==> src/rtl/alien_march_scheduler_pkg.sv <==
// Shared invaders definitions: FSM state encoding, default alien count and counter widths.
package invaders_pkg;

   localparam int ALIVE_W            = 6;
   localparam int WAVE_W             = 4;
   localparam int DEFAULT_NUM_ALIENS = 40;

   typedef enum logic [2:0] {
      ST_IDLE   = 3'd0,
      ST_LOAD   = 3'd1,
      ST_MARCH  = 3'd2,
      ST_PAUSED = 3'd3,
      ST_CLEAR  = 3'd4,
      ST_OVER   = 3'd5
   } state_t;

endpackage

==> src/rtl/alien_march_scheduler_if.sv <==
// Game-side signal bundle for the march scheduler; MARCH_BEAT_EN adds the Beat output.
interface alien_march_scheduler_if;
   import invaders_pkg::*;

   logic               Frame_Tick;
   logic               Start;
   logic               Pause_Req;
   logic               Alien_Killed;
   logic               Reached_Bottom;
   logic               Step;
   logic               Formation_Reset;
   logic [ALIVE_W-1:0] AliveCount;
   logic [WAVE_W-1:0]  Wave;
   logic               Game_Over;
   logic               Marching;
`ifdef MARCH_BEAT_EN
   logic [1:0]         Beat;
`endif

   modport master (
      output Frame_Tick, Start, Pause_Req, Alien_Killed, Reached_Bottom,
`ifdef MARCH_BEAT_EN
      input  Beat,
`endif
      input  Step, Formation_Reset, AliveCount, Wave, Game_Over, Marching
   );

   modport slave (
      input  Frame_Tick, Start, Pause_Req, Alien_Killed, Reached_Bottom,
`ifdef MARCH_BEAT_EN
      output Beat,
`endif
      output Step, Formation_Reset, AliveCount, Wave, Game_Over, Marching
   );

endinterface

==> src/rtl/alien_march_scheduler_period_calc.sv <==
// Frames-between-steps formula: PERIOD_MIN + (alive >> SPEED_SHIFT) - wave, clamped at PERIOD_MIN.
module march_period_calc
   import invaders_pkg::*;
#(
   parameter int PERIOD_MIN  = 2,
   parameter int SPEED_SHIFT = 1
) (
   input  logic [ALIVE_W-1:0] alive,
   input  logic [WAVE_W-1:0]  wave,
   output logic [7:0]         period
);

   logic signed [7:0] min_s;
   logic signed [7:0] alive_s;
   logic signed [7:0] wave_s;
   logic signed [7:0] raw_s;

   always_comb begin
      min_s   = signed'(8'(PERIOD_MIN));
      alive_s = signed'({2'b00, alive >> SPEED_SHIFT});
      wave_s  = signed'({4'b0000, wave});
      raw_s   = min_s + alive_s - wave_s;
      // Late waves drive the raw value negative; the signed compare catches that.
      period  = (raw_s < min_s) ? 8'(min_s) : 8'(raw_s);
   end

endmodule

==> src/rtl/alien_march_scheduler.sv <==
// Alien formation march sequencer: wave FSM, frame counter, alive/wave counters.
// Optional macro MARCH_BEAT_EN adds the 2-bit Beat counter advanced on every Step.
module alien_march_scheduler
   import invaders_pkg::*;
#(
   parameter int NUM_ALIENS   = DEFAULT_NUM_ALIENS,
   parameter int PERIOD_MIN   = 2,
   parameter int SPEED_SHIFT  = 1,
   parameter int CLEAR_FRAMES = 90,
   parameter int MAX_WAVE     = 15
) (
   input logic                    Clk,
   input logic                    Reset_n,
   alien_march_scheduler_if.slave bus
);

   state_t             state_q, state_d;
   logic [7:0]         frame_cnt_q, frame_cnt_d;
   logic [ALIVE_W-1:0] alive_q, alive_d;
   logic [WAVE_W-1:0]  wave_q, wave_d;
   logic               step_q, step_d;
   logic               frst_q, frst_d;
   logic               over_q, over_d;
   logic               march_q, march_d;
   logic [7:0]         period;
   logic [7:0]         cnt_inc;
   logic               kill_ok;

   march_period_calc #(
      .PERIOD_MIN  (PERIOD_MIN),
      .SPEED_SHIFT (SPEED_SHIFT)
   ) u_period (
      .alive  (alive_q),
      .wave   (wave_q),
      .period (period)
   );

   assign cnt_inc = frame_cnt_q + 8'd1;

   always_comb begin
      state_d     = state_q;
      frame_cnt_d = frame_cnt_q;
      alive_d     = alive_q;
      wave_d      = wave_q;
      step_d      = 1'b0;
      kill_ok     = bus.Alien_Killed && (alive_q != '0);

      case (state_q)
         ST_IDLE: if (bus.Start) state_d = ST_LOAD;
         ST_LOAD: state_d = ST_MARCH;
         ST_MARCH, ST_PAUSED: begin
            if (kill_ok) alive_d = alive_q - 1'b1;
            if (bus.Reached_Bottom) begin
               state_d = ST_OVER;
            end else if (alive_d == '0) begin
               state_d     = ST_CLEAR;
               frame_cnt_d = '0;
            end else if (state_q == ST_MARCH) begin
               // A tick coinciding with a pause request is dropped so the held count stays exact.
               if (bus.Pause_Req) begin
                  state_d = ST_PAUSED;
               end else if (bus.Frame_Tick) begin
                  if (cnt_inc >= period) begin
                     frame_cnt_d = '0;
                     step_d      = 1'b1;
                  end else begin
                     frame_cnt_d = cnt_inc;
                  end
               end
            end else if (!bus.Pause_Req) begin
               state_d = ST_MARCH;
            end
         end
         ST_CLEAR: begin
            if (bus.Frame_Tick) begin
               if (cnt_inc >= 8'(CLEAR_FRAMES)) begin
                  frame_cnt_d = '0;
                  wave_d      = (wave_q == WAVE_W'(MAX_WAVE)) ? wave_q : wave_q + 1'b1;
                  state_d     = ST_LOAD;
               end else begin
                  frame_cnt_d = cnt_inc;
               end
            end
         end
         ST_OVER: begin
            if (bus.Start) begin
               wave_d  = '0;
               state_d = ST_LOAD;
            end
         end
         default: state_d = ST_IDLE;
      endcase

      // Formation reload happens on entry to LOAD so AliveCount is already full during the pulse.
      if (state_d == ST_LOAD) begin
         alive_d     = ALIVE_W'(NUM_ALIENS);
         frame_cnt_d = '0;
      end

      frst_d  = (state_d == ST_LOAD);
      over_d  = (state_d == ST_OVER);
      march_d = (state_d == ST_MARCH);
   end

   always_ff @(posedge Clk or negedge Reset_n) begin
      if (!Reset_n) begin
         state_q     <= ST_IDLE;
         frame_cnt_q <= '0;
         alive_q     <= ALIVE_W'(NUM_ALIENS);
         wave_q      <= '0;
         step_q      <= 1'b0;
         frst_q      <= 1'b0;
         over_q      <= 1'b0;
         march_q     <= 1'b0;
      end else begin
         state_q     <= state_d;
         frame_cnt_q <= frame_cnt_d;
         alive_q     <= alive_d;
         wave_q      <= wave_d;
         step_q      <= step_d;
         frst_q      <= frst_d;
         over_q      <= over_d;
         march_q     <= march_d;
      end
   end

   assign bus.Step            = step_q;
   assign bus.Formation_Reset = frst_q;
   assign bus.AliveCount      = alive_q;
   assign bus.Wave            = wave_q;
   assign bus.Game_Over       = over_q;
   assign bus.Marching        = march_q;

`ifdef MARCH_BEAT_EN
   logic [1:0] beat_q, beat_d;

   always_comb begin
      beat_d = beat_q;
      if (state_d == ST_LOAD) beat_d = '0;
      else if (step_d)        beat_d = beat_q + 2'd1;
   end

   always_ff @(posedge Clk or negedge Reset_n) begin
      if (!Reset_n) beat_q <= '0;
      else          beat_q <= beat_d;
   end

   assign bus.Beat = beat_q;
`endif

endmodule

==> src/flat_wrapper.sv <==
// flat-port wrapper written by rule: the top's interface ports become plain ports
module alien_march_scheduler_flat import invaders_pkg::*;
#(
   parameter int NUM_ALIENS   = DEFAULT_NUM_ALIENS,
   parameter int PERIOD_MIN   = 2,
   parameter int SPEED_SHIFT  = 1,
   parameter int CLEAR_FRAMES = 90,
   parameter int MAX_WAVE     = 15
)
  (Clk, Reset_n, bus_Frame_Tick, bus_Start, bus_Pause_Req, bus_Alien_Killed, bus_Reached_Bottom, bus_Step, bus_Formation_Reset, bus_AliveCount, bus_Wave, bus_Game_Over, bus_Marching);
  alien_march_scheduler_if bus_i ();
  input logic Clk;
  input logic Reset_n;
  input wire logic [$bits(bus_i.Frame_Tick)-1:0] bus_Frame_Tick;
  input wire logic [$bits(bus_i.Start)-1:0] bus_Start;
  input wire logic [$bits(bus_i.Pause_Req)-1:0] bus_Pause_Req;
  input wire logic [$bits(bus_i.Alien_Killed)-1:0] bus_Alien_Killed;
  input wire logic [$bits(bus_i.Reached_Bottom)-1:0] bus_Reached_Bottom;
  output wire logic [$bits(bus_i.Step)-1:0] bus_Step;
  output wire logic [$bits(bus_i.Formation_Reset)-1:0] bus_Formation_Reset;
  output wire logic [$bits(bus_i.AliveCount)-1:0] bus_AliveCount;
  output wire logic [$bits(bus_i.Wave)-1:0] bus_Wave;
  output wire logic [$bits(bus_i.Game_Over)-1:0] bus_Game_Over;
  output wire logic [$bits(bus_i.Marching)-1:0] bus_Marching;
  assign bus_i.Frame_Tick = bus_Frame_Tick;
  assign bus_i.Start = bus_Start;
  assign bus_i.Pause_Req = bus_Pause_Req;
  assign bus_i.Alien_Killed = bus_Alien_Killed;
  assign bus_i.Reached_Bottom = bus_Reached_Bottom;
  assign bus_Step = bus_i.Step;
  assign bus_Formation_Reset = bus_i.Formation_Reset;
  assign bus_AliveCount = bus_i.AliveCount;
  assign bus_Wave = bus_i.Wave;
  assign bus_Game_Over = bus_i.Game_Over;
  assign bus_Marching = bus_i.Marching;
  alien_march_scheduler #(.NUM_ALIENS(NUM_ALIENS), .PERIOD_MIN(PERIOD_MIN), .SPEED_SHIFT(SPEED_SHIFT), .CLEAR_FRAMES(CLEAR_FRAMES), .MAX_WAVE(MAX_WAVE)) u_core (.Clk(Clk), .Reset_n(Reset_n), .bus(bus_i));
endmodule
==> config.mk <==
export PLATFORM = sky130hd
export DESIGN_NAME = alien_march_scheduler_flat
export DESIGN_NICKNAME = d
export VERILOG_FILES = /design/src/rtl/alien_march_scheduler_pkg.sv /design/src/rtl/alien_march_scheduler_if.sv /design/src/rtl/alien_march_scheduler_period_calc.sv /design/src/rtl/alien_march_scheduler.sv /design/src/flat_wrapper.sv
export SDC_FILE = /design/constraint.sdc
export NUM_CORES = 1
export LEC_CHECK = 0
export CORE_MARGIN = 2
export CORE_UTILIZATION = 55
export CTS_CLUSTER_DIAMETER = 80
export DETAILED_ROUTE_END_ITERATION = 7
export PLACE_DENSITY = 0.81
export REMOVE_ABC_BUFFERS = 1
export SETUP_SLACK_MARGIN = 0.5
export SLEW_MARGIN = 10
export SYNTH_ARGS = -nofsm -noshare
export SYNTH_HDL_FRONTEND = slang
export SYNTH_SLANG_ARGS = --single-unit
==> constraint.sdc <==
create_clock -name Clk -period 4.8 [get_ports Clk]
set_input_delay 0.96 -clock Clk [delete_from_list [all_inputs] [get_ports Clk]]
set_output_delay 0.96 -clock Clk [all_outputs]
set_load 0.005 [all_outputs]
==> reports/qor.log <==
qor: status.status finished, final reports clean
qor: place.gp_congestion 0.822
qor: clock_network.clk_latency_worst_skew_pair 0.27 ns
qor: floorplanning.die_w 66.8 um
qor: floorplanning.core_area 3720 um2
qor: worst_setup_path.crit-reg2reg-capture u_core.frame_cnt_q[5]$_DFFE_PN0P_
qor: route.antenna_left 0
qor: logic_synthesis.avgSynthCellArea 9.11 um2
qor: power_and_ir_drop.static-leakage-power 1.15 nW
qor: clock_network.cts_made_buffers 3
qor: power_and_ir_drop.peakVddDrop 0.000370 V
qor: worst_setup_path.crit_slowest_cell dfrtp_1
qor: floorplanning.fp.dieArea 4460 um2
qor: floorplanning.fp-row-count 22
qor: hold_path.hold_depth 2
qor: route.violation_count_after_the_first_detailed_route_iteration 173
qor: logic_synthesis.synth.yosys.seq_area_share 29.0%
qor: worst_setup_path.reg2regPathDepth 20
qor: layout.antenna_cells_inserted 0
qor: worst_setup_path.worstPathBufferInverterCount 4
qor: worst_setup_path.reg2reg_from u_core.bus.AliveCount[2]$_DFFE_PN0P_
qor: timing.report.final.slew_viol_count 0
qor: timing.final_setup_violating_endpoints 0
qor: clock_network.htreeDepth 1
qor: logic_synthesis.synth-seq-cells 25
qor: timing.period_share 89.3%
qor: logic_synthesis.syn_area 2170 um2
qor: global_routing.number_of_antenna_violations_at_the_first_check_in_global_routing 0
qor: worst_setup_path.crit_start u_core.bus.AliveCount[2]$_DFFE_PN0P_
qor: layout.most-common-layout-cells dfrtp_1, nor2_1, clkdlybuf4s50_1
qor: floorplanning.dieHeight 66.8 um
qor: worst_setup_path.critPathRequiredTime 4.98 ns
qor: route.wl_per_cell 17.4 um
qor: global_routing.grt_start_max_net_pins 26
qor: worst_setup_path.crit_type register to register
qor: route.dr.pass1.iters 4
qor: logic_synthesis.number_of_flops_mapped_to_enable_cells_by_yosys 0
qor: layout.fillCellCount 261
qor: global_routing.globalRoute.totalOverflow 0
qor: logic_synthesis.synth_warn 0
qor: floorplanning.pin_count 21
qor: route.wl 5550 um
qor: global_routing.grt_first_pass_wirelength 7700 um
qor: place.detailed_place_hpwl 3430 um
qor: worst_setup_path.cp-end-kind register
qor: timing.whs 0.602 ns
qor: timing.final.setup.tns 0 ns
qor: layout.flow.area_growth_from_synthesis 25.5%
qor: hold_path.worstHoldStart u_core.bus.Wave[3]$_DFFE_PN0P_
qor: route.drcViolationCount 0
qor: clock_network.cts_hold_buffers 0
qor: power_and_ir_drop.fin_total_pwr 1.38 mW
qor: global_routing.grt_pass1_vias 1,620
qor: logic_synthesis.ys_async_sr_fraction 100%
qor: timing.tightestPinTransition 1.02 ns
qor: clock_network.max-clock-path-buffers 2
qor: worst_setup_path.cell_class_contributing_the_biggest_share_of_worst_path_delay simple AND/OR/NAND/NOR gates
qor: route.dr_vias 1,955
qor: clock_network.tritoncts yes
qor: worst_setup_path.critPathMaxFanout 5
qor: layout.layout.cells.most_common dfrtp_1
qor: global_routing.gr-usage-all-layers 23.2%
qor: logic_synthesis.syn_inst 238
qor: floorplanning.start_util 58.3%
qor: layout.post-route-util 73.2%
qor: hold_path.min_to u_core.bus.Wave[3]$_DFFE_PN0P_
qor: route.via_per_inst 6.13
qor: worst_setup_path.worst-r2r-setup-slack 0.51 ns
qor: layout.post_layout_net_count 304
qor: layout.layout-drive-gt1-share 23.6%
qor: timing.finalClockSkew 0.00191 ns
qor: timing.slew_headroom 31.9%
qor: logic_synthesis.synth_cell_types 57
qor: logic_synthesis.synth_top_flop_cell dfrtp_1
qor: worst_setup_path.critical_path.max_stage_delay 0.41 ns
qor: timing.hold_viol 0
qor: clock_network.cts.clk_slew.worst_paths 0.09 ns
qor: worst_setup_path.crit_path_cell_trace inv_2, ha_4, inv_4, ha_4, inv_2, fa_2, buf_4, xnor2_1, nor4b_2, and3_1, ha_4, or2_4, ha_4, a2111oi_4, nor2b_1, o21ai_1, o211ai_1, o2bb2ai_2, and2b_2, nor4_4
qor: power_and_ir_drop.power.density_cell_area 507 nW/um2
qor: place.placement.io_buffers 20
qor: worst_setup_path.library_cell_appearing_most_often_on_the_critical_path ha_4
qor: hold_path.min-delay-path-class register to register
qor: timing.final_period_minus_worst_setup_slack 4.29 ns
qor: job.maxCapViolations 0
qor: timing.timing.fmax 0.233 GHz
qor: clock_network.clock_sink_count 25
qor: timing.grt_setup_unrepaired true
qor: worst_setup_path.arrival 4.47 ns
qor: clock_network.cts.root.buffer_cell clkbuf_8
qor: worst_setup_path.setup.worst_path.start_class register
routing by layer:
metal	global-route usage, %	routed length (um)	vias to the layer above
li1	-	-	917
met1	34.4	2430	953
met2	34.1	2620	72
met3	2.20	334	13
met4	10.5	164	0
met5	0	0	-
synthesized netlist by cell type, types with 2 or more instances:
master	instances	share of area, %
xor2_1	3	1.2
o21ai_0	9	2.1
a31oi_1	2	0.58
a2111oi_0	2	0.81
buf_4	2	0.69
o21a_1	3	1.0
o211ai_1	2	0.69
o31ai_2	2	1.2
a211oi_1	2	0.69
nand2b_1	8	2.3
mux2i_1	3	1.4
o32ai_1	4	1.6
nor2_1	21	3.6
ha_1	24	14
nand3_1	11	2.5
nor4_1	2	0.58
nand2_1	15	2.6
nor3b_1	2	0.69
and2b_1	2	0.69
a21oi_1	8	1.8
nor4_2	2	1.2
and4_1	3	1.2
nor3_1	2	0.46
inv_1	26	4.5
and3_1	3	0.87
buf_6	2	1.0
dfrtp_1	23	27
clkbuf_1	3	0.52
nor2b_1	2	0.58
xnor2_1	12	4.8
dfstp_2	2	2.4
nor4b_1	2	0.81
or2_2	4	1.2
nand4_1	2	0.58
kinds of logic (layout without fill, tap and decap cells):
| logic type | Yosys count | count (layout) | share of synthesized area, % |
|---|---|---|---|
| fa+ha+maj | 25 | 25 | 14.8 |
| simple gates | 87 | 87 | 22.4 |
| flops | 25 | 25 | 29.0 |
| xor+xnor | 15 | 15 | 6.06 |
| buf+inv | 33 | 66 | 6.75 |
| mux | 5 | 5 | 2.60 |
| compound gates | 48 | 48 | 18.4 |
power by group:
group          internal (mW)  switching, mW  total [mW]
Combinational          0.444          0.468       0.911
Clock                 0.0596         0.0710       0.131
Sequential             0.266         0.0722       0.338
Total                  0.769          0.611        1.38
registers in the layout, indices dropped and copies added, names as in the netlist:
| signal | count |
|---|---|
| u_core.bus.AliveCount | 6 |
| u_core.bus.Formation_Reset | 1 |
| u_core.bus.Game_Over | 1 |
| u_core.bus.Marching | 1 |
| u_core.bus.Step | 1 |
| u_core.bus.Wave | 4 |
| u_core.frame_cnt_q | 8 |
| u_core.state_q | 3 |
per-stage QoR:
step,setup slack [ns],cell area (um2),cells
floorplan,0.438,2120,231
finish,0.513,2720,319
global placement,0.271,2390,301
detailed placement,0.0450,2390,301
CTS,0.516,2530,310
global route,0.291,2720,319
worst max-delay path by stage:
stage | end | slack [ns] | depth (start not counted)
2_1_floorplan | u_core.frame_cnt_q[2]$_DFFE_PN0P_ | 0.44 | 22
3_3_place_gp | u_core.frame_cnt_q[2]$_DFFE_PN0P_ | 0.27 | 21
3_5_place_dp | u_core.frame_cnt_q[2]$_DFFE_PN0P_ | 0.04 | 21
4_1_cts | u_core.frame_cnt_q[2]$_DFFE_PN0P_ | 0.52 | 22
5_1_grt | u_core.frame_cnt_q[2]$_DFFE_PN0P_ | 0.29 | 22
6_report | u_core.frame_cnt_q[5]$_DFFE_PN0P_ | 0.51 | 20
area by class of cell:
type	instances	area [um2]	area share, %
sequential	25	629	23.1
multi-input combinational	180	1560	57.3
inverter	26	100	3.68
tap	48	60.1	2.21
clock buffer	4	45.0	1.66
timing repair buffer	36	328	12.1
worst reg2reg max path, cell delays in order, from the launching register on:
cell	delay, ns
dfrtp_1	0.41
inv_2	0.09
ha_4	0.21
inv_4	0.06
ha_4	0.13
inv_2	0.04
fa_2	0.40
buf_4	0.16
xnor2_1	0.14
nor4b_2	0.29
and3_1	0.25
ha_4	0.23
or2_4	0.24
ha_4	0.25
a2111oi_4	0.29
nor2b_1	0.18
o21ai_1	0.08
o211ai_1	0.15
o2bb2ai_2	0.16
and2b_2	0.28
nor4_4	0.14
what timing repair did:
| item | in CTS | in global routing |
|---|---|---|
| setup endpoints to repair | 8 | 9 |
| resized for setup | 9 | 28 |
| buffers inserted | 5 | 9 |
| pin swaps | 4 | 18 |
Power figures use the tool's default switching activity.
